[src/rtl/vga_ctrl.sv]
// vga_ctrl: 640x480@60 VGA timing generator with one-cycle pixel lookahead.
// Optional VGA_BORDER_EN: paints a white 1-pixel frame on the visible edge.
module vga_ctrl #(
  parameter int H_SYNC  = 96,
  parameter int H_BACK  = 48,
  parameter int H_VALID = 640,
  parameter int H_FRONT = 16,
  parameter int V_SYNC  = 2,
  parameter int V_BACK  = 33,
  parameter int V_VALID = 480,
  parameter int V_FRONT = 10
) (
  input  logic        vga_clk,
  input  logic        rst,
  input  logic [11:0] pic_data,
  output logic [9:0]  pic_x,
  output logic [9:0]  pic_y,
  output logic        pic_req,
  output logic        hsync,
  output logic        vsync,
  output logic        rgb_valid,
  output logic [11:0] vga_rgb
);

  localparam int H_TOTAL = H_SYNC + H_BACK + H_VALID + H_FRONT;
  localparam int V_TOTAL = V_SYNC + V_BACK + V_VALID + V_FRONT;
  localparam int H_START = H_SYNC + H_BACK;
  localparam int V_START = V_SYNC + V_BACK;

  localparam logic [9:0] H_LAST = 10'(H_TOTAL - 1);
  localparam logic [9:0] V_LAST = 10'(V_TOTAL - 1);
  localparam logic [9:0] H_SY   = 10'(H_SYNC);
  localparam logic [9:0] V_SY   = 10'(V_SYNC);
  localparam logic [9:0] H_ST   = 10'(H_START);
  localparam logic [9:0] H_END  = 10'(H_START + H_VALID);
  localparam logic [9:0] H_RST  = 10'(H_START - 1);
  localparam logic [9:0] H_REND = 10'(H_START + H_VALID - 1);
  localparam logic [9:0] V_ST   = 10'(V_START);
  localparam logic [9:0] V_END  = 10'(V_START + V_VALID);

  logic [9:0] cnt_h_q, cnt_h_d;
  logic [9:0] cnt_v_q, cnt_v_d;
  logic       v_act;
  logic       h_vis;
  logic       h_req;

  // Next-state for the raster counters; vertical steps on the last column.
  always_comb begin
    cnt_h_d = cnt_h_q + 10'd1;
    cnt_v_d = cnt_v_q;
    if (cnt_h_q == H_LAST) begin
      cnt_h_d = '0;
      if (cnt_v_q == V_LAST) begin
        cnt_v_d = '0;
      end else begin
        cnt_v_d = cnt_v_q + 10'd1;
      end
    end
  end

  // Counter registers; reset parks the raster at the start of both syncs.
  always_ff @(posedge vga_clk) begin
    if (rst) begin
      cnt_h_q <= '0;
      cnt_v_q <= '0;
    end else begin
      cnt_h_q <= cnt_h_d;
      cnt_v_q <= cnt_v_d;
    end
  end

  // Window decodes; the request window leads the visible one by a clock.
  always_comb begin
    v_act = 1'b0;
    h_vis = 1'b0;
    h_req = 1'b0;
    if (cnt_v_q >= V_ST && cnt_v_q < V_END) begin
      v_act = 1'b1;
    end
    if (cnt_h_q >= H_ST && cnt_h_q < H_END) begin
      h_vis = 1'b1;
    end
    if (cnt_h_q >= H_RST && cnt_h_q < H_REND) begin
      h_req = 1'b1;
    end
  end

  // Sync pulses and pixel request coordinates.
  always_comb begin
    hsync     = (cnt_h_q >= H_SY);
    vsync     = (cnt_v_q >= V_SY);
    rgb_valid = v_act & h_vis;
    pic_req   = v_act & h_req;
    pic_x     = '0;
    pic_y     = '0;
    if (pic_req) begin
      pic_x = cnt_h_q - H_RST;
      pic_y = cnt_v_q - V_ST;
    end
  end

`ifdef VGA_BORDER_EN
  logic on_edge;

  // Outermost visible ring is forced white; interior follows pic_data.
  always_comb begin
    on_edge = (cnt_h_q == H_ST) || (cnt_h_q == H_END - 10'd1) ||
              (cnt_v_q == V_ST) || (cnt_v_q == V_END - 10'd1);
    vga_rgb = 12'h000;
    if (rgb_valid) begin
      vga_rgb = on_edge ? 12'hFFF : pic_data;
    end
  end
`else
  // Blank the pins outside the visible window.
  always_comb begin
    vga_rgb = 12'h000;
    if (rgb_valid) begin
      vga_rgb = pic_data;
    end
  end
`endif

endmodule

[config.mk]
export PLATFORM = sky130hd
export DESIGN_NAME = vga_ctrl
export DESIGN_NICKNAME = d
export VERILOG_FILES = /design/src/rtl/vga_ctrl.sv
export SDC_FILE = /design/constraint.sdc
export NUM_CORES = 1
export LEC_CHECK = 0
export CAP_MARGIN = 20
export CORE_ASPECT_RATIO = 0.8
export CORE_MARGIN = 2
export CORE_UTILIZATION = 40
export DETAILED_ROUTE_END_ITERATION = 12
export HOLD_SLACK_MARGIN = 0.06
export MAX_ROUTING_LAYER = met4
export PLACE_DENSITY = 0.78
export SLEW_MARGIN = 20
export SYNTH_ARGS = -nofsm -noshare
export SYNTH_HDL_FRONTEND = slang
export SYNTH_SLANG_ARGS = --single-unit
[constraint.sdc]
create_clock -name vga_clk -period 3.5 [get_ports vga_clk]
set_input_delay 0.35 -clock vga_clk [delete_from_list [all_inputs] [get_ports vga_clk]]
set_output_delay 0.35 -clock vga_clk [all_outputs]
set_load 0.05 [all_outputs]
After elaboration in Yosys (flattened, before gate mapping)
Cells that the tools add are included.
- register bits after elaboration: 20
- word-level logic and storage cells: 29
- input bits: 14
- output and inout port bits: 36
- bitwise logic cells: 2
- mux-type cells: 7
- equal/unequal tests: 2
- order comparisons: 8
- reduce and logical (&&, ||, !) cells: 4
- add/sub/neg operators: 4
- operator list (kind ; count):
    10-bit < comparator (second input constant) ; 3
    10-bit two-way mux ; 3
    10-bit by 1-bit adder with 10-bit output (second input constant) ; 2
    10-bit equality test (second input constant) ; 2
    10-bit by 8-bit >= comparator with 1-bit output (second input constant) ; 2
    12-bit two-way mux ; 1
    10-bit by 2-bit >= comparator with 1-bit output (second input constant) ; 1
    10-bit by 6-bit >= comparator with 1-bit output (second input constant) ; 1
    10-bit by 7-bit >= comparator with 1-bit output (second input constant) ; 1
    10-bit by 6-bit subtractor with 10-bit output (second input constant) ; 1
    10-bit by 8-bit subtractor with 10-bit output (second input constant) ; 1
    1-bit logical AND ; 3
    1-bit two-way mux ; 3
    1-bit AND ; 2
    2-bit OR reduction ; 1

Logic depth before layout (Yosys ltp)
- depth in word-level cells: 5
- gate-level depth with buffers: 7
- depth with buffers taken out: 6

Worst setup path before layout
OpenSTA, ideal clock, no wires.
- path kind: register to output
- start point: reg cnt_v_q[1]
- end point: out pic_x[2]
- arrival: 2.653 ns
- path slack: 0.497 ns
- data required time: 3.150 ns
- buffers on the path: 2
- stages on the path, launching flop included: 8
- cell sequence: dfxtp_1 ha_1 clkbuf_1 o41ai_1 a21o_1 a21o_1 clkbuf_1 nor3_1
- longest elaborated chain between the ends: 5
- elaborated cells on any way between the ends: 6
- those cells by class: order compare (2); mux (2); bitwise (1); reduce/logical (1)
- ends and longest elaborated chain (what ; RTL line ; text):
    start: declaration ; 42 ; logic [9:0] cnt_v_q, cnt_v_d;
    start signal: assignment ; 68 ; cnt_v_q <= cnt_v_d;
    10-bit by 6-bit >= comparator with 1-bit output or 10-bit < comparator (tied branches) ; 77 ; if (cnt_v_q >= V_ST && cnt_v_q < V_END) begin
    1-bit logical AND * ; 77 ;
    1-bit two-way mux * ; 77 ;
    1-bit AND * ; 93 ; pic_req = v_act & h_req;
    10-bit two-way mux * ; 96 ; if (pic_req) begin
    end: declaration ; 16 ; output logic [9:0] pic_x,
Every way passes the cells marked *; elsewhere a longest branch is shown, timed or not.

Final worst setup path
- start point: reg cnt_v_q[1]
- end point: out pic_y[0]
- longest elaborated chain between the ends: 5
- elaborated cells on any way between the ends: 6
- those cells by class: order compare (2); mux (2); bitwise (1); reduce/logical (1)
- ends and longest elaborated chain (what ; RTL line ; text):
    10-bit by 6-bit >= comparator with 1-bit output or 10-bit < comparator (tied branches) ; 77 ;
    1-bit logical AND * ; 77 ;
    1-bit two-way mux * ; 77 ;
    1-bit AND * ; 93 ;
    10-bit two-way mux * ; 96 ;
    end: declaration ; 17 ; output logic [9:0] pic_y,
Marked as above.

==> flow_metrics.py <==
metrics = {
    "clock_network": {
        "tritoncts": "yes",
        "ctsResizeCount": 0,
        "cts-root-buf": "clkbuf_8",
        "clkTransAtPathRegs_ns": 0.08,
        "cts_setup_buffers": 0,
        "clockBufferDepth": 2,
        "clk-insertion-delay-late_ns": 0.26,
        "cts_made_buffers": 3,
        "cts.sinks": 20,
        "ctsHoldBuffers": 0,
        "cts.htree.levels": 1,
    },
    "setup_path": {
        "cp-start-kind": "flip-flop",
        "critical_path_class": "reg2out",
        "end_kind": "primary output",
        "r2r_setup_slack_ns": 1.44,
        "cp_data_arrival_time_ns": 2.92,
        "cp.required_ns": 3.15,
        "r2r_start": "cnt_h_q[4]",
        "r2r_end": "cnt_v_q[3]",
        "cp_max_fo": 11,
        "reg2reg_depth": 5,
    },
    "power_and_ir_drop": {
        "ir_drop_v": 0.0001409,
        "total_leakage_power_nw": 0.7706,
        "finalPower_w": 0.0004399,
        "powerDensity_nw_per_um2": 212.8,
    },
    "floorplanning": {
        "die-width_um": 73.74,
        "fp.dieH_um": 59.80,
        "design.portCount": 50,
        "start_util_pct": 41.47,
        "row_count": 20,
        "core_area_um2": 3754,
        "dieArea_um2": 4409,
    },
    "detailed_routing": {
        "wl_per_cell_um": 13.78,
        "wl_mm": 3.969,
        "wl_met3_um": 340,
        "antenna_left": 0,
        "topRoutingLayerUsed": "met4",
        "vias": 1614,
        "drt_iter0_markers": 62,
        "wl_met2_mm": 1.709,
        "drc": 0,
        "drt-met1-wl_mm": 1.877,
        "first_pass_iters": 4,
        "viasPerCell": 5.604,
    },
    "logic_synthesis": {
        "yosysWarningCount": 0,
        "synthCells": 206,
        "yosys_most_used_dff": "dfxtp_1",
        "ys_seq_area_share_pct": 25.72,
        "synth_edf_count": 0,
        "synthDistinctLibCells": 40,
        "avgSynthCellArea_um2": 7.556,
        "synth_largest_area_cell": "dfxtp_1",
        "async_flop_share_pct": 0,
        "synth_seq_cells": 20,
        "yosysTopAreaCellShare_pct": 25.72,
        "netlist_area_um2": 1556,
        "syn_nets": 225,
        "synthTopCellsByArea": "dfxtp_1 26%, nor3_1 8.0%, xnor2_1 7.9%",
    },
    "placement": {
        "hpwl_mm": 2.875,
        "port_buffers": 49,
        "gp_congestion": 0.8615,
        "dpl_cell_area_um2": 2012,
    },
    "global_route": {
        "grt_pass1_vias": 1402,
        "grt_pass1_wl_mm": 6.292,
        "grt_usage_pct": 18.75,
        "grt-ovfl-total": 0,
        "grt_max_degree": 14,
        "antenna_found_initial": 0,
    },
    "finish": {
        "fillers": 351,
        "final_util_pct": 55.07,
        "insertedDiodeCount": 0,
        "final_design_area_no_fill_um2": 2067,
        "ff_latch_area_um2": 400.4,
        "drive_gt1_share_pct": 11.07,
        "multi_input_area_um2": 1031,
        "fin_nets": 264,
        "synthToLayoutAreaGrowth_pct": 32.80,
    },
    "sta": {
        "clock_skew_ns": 0.001367,
        "hold_viol_final": 0,
        "tns_ns": 0,
        "slew_headroom_pct": 33.24,
        "setup_viol": 0,
        "rsz0062_at_grt": "false",
        "min_period_ns": 3.270,
        "fin_crit_sh_pct": 93.44,
        "worst_slew_pin_slew_ns": 0.9953,
        "fmax_ghz": 0.3058,
        "slew_viol_final": 0,
    },
    "hold_path": {
        "hold_path_end": "cnt_h_q[0]",
        "hold_class": "reg2reg",
        "min_from": "cnt_h_q[0]",
        "hold_depth": 1,
    },
    "flow_run": {
        "drv_cap": 0,
    },
    "run_status": {
        "outcome": "finished, final reports clean",
    },
}
cell usage in the layout, fill, tap and decap left out, types with 2 or more instances in the layout:
cell / count
nand2b_1: 2
xor2_1: 10
inv_1: 6
or4_1: 3
nor4_1: 8
and3_1: 2
o21ai_0: 2
nor3_1: 25
clkbuf_8: 4
and2_1: 13
nand4_1: 4
clkdlybuf4s50_1: 36
nand3_1: 13
ha_1: 5
nand2_1: 6
a211oi_1: 2
xnor2_1: 14
or3_1: 3
nor2_1: 20
dfxtp_1: 20
a21oi_1: 7
a21o_1: 3
buf_4: 19
cell usage after synthesis, types with 2 or more instances:
master	number
nor2_1	20
inv_1	6
a211oi_1	2
ha_1	5
buf_6	3
xor2_1	10
a21o_1	3
nor3_1	25
clkbuf_1	17
or4_1	3
and3_1	2
nor4_1	8
nand2_1	6
xnor2_1	14
nand3_1	13
or3_1	3
and2_1	13
a21oi_1	7
nand4_1	4
o21ai_0	2
dfxtp_1	20
nand2b_1	2
worst max-delay path, stage by stage, from the launching register on:
cell and delay (ns):
dfxtp_1 0.48, ha_1 0.39, o41ai_1 0.17, a21o_1 0.23
a21o_1 0.17, buf_4 0.17, nor3_1 0.21, clkdlybuf4s50_1 0.84
how the worst max path moves through the flow:
stage,cells past startpoint,from,to,slack [ns]
after detailed placement,7,cnt_v_q[1],pic_y[8],0.55
after global routing,7,cnt_v_q[0],pic_x[4],0.04
after CTS,7,cnt_v_q[1],pic_y[0],0.25
after floorplan,7,cnt_v_q[1],pic_x[2],0.50
final,7,cnt_v_q[1],pic_y[0],0.23
after global placement,7,cnt_v_q[0],pic_x[2],0.63
state kept, by name, indices dropped and copies added, names as in the netlist:
register,cells
cnt_h_q,10
cnt_v_q,10
power breakdown:
part,internal [W],switching (W)
Clock,0.000100,0.0000808
Combinational,0.0000162,0.00000923
Sequential,0.000230,0.00000319
Total,0.000347,0.0000932
per-layer routing:
layer / track usage, % / up-vias
met4: 7.792 / 0
met2: 28.06 / 65
li1: - / 795
met5: - / -
met3: 4.216 / 6
met1: 24.39 / 748
final cells by class:
class	instances	area share, %
Multi-Input combinational cell	159	49.88
Timing Repair Buffer	55	24.33
Sequential cell	20	19.37
Clock buffer	4	2.663
Tap cell	44	2.663
Inverter	6	1.090
cell families (layout without fill, tap and decap cells):
family	Yosys count	after routing	share of synthesized area, %
flip-flops	20	20	25.72
buffers and inverters	27	65	8.038
multiplexers	1	1	0.6431
XOR/XNOR	24	24	13.50
AND/OR/NAND/NOR	108	108	38.99
AO/OA/AOI/OAI	21	21	9.084
adder cells (fa/ha/maj)	5	5	4.019
per-stage QoR:
step | setup WS, ns | hold slack, ns | instances
after floorplan | 0.4969 | 0.4191 | 206
after global placement | 0.6256 | 0.4757 | 284
after detailed placement | 0.5455 | 0.4776 | 284
after CTS | 0.2489 | 0.4967 | 288
after global routing | 0.04211 | 0.5260 | 288
final | 0.2298 | 0.4977 | 288
Power figures use the tool's default switching activity.
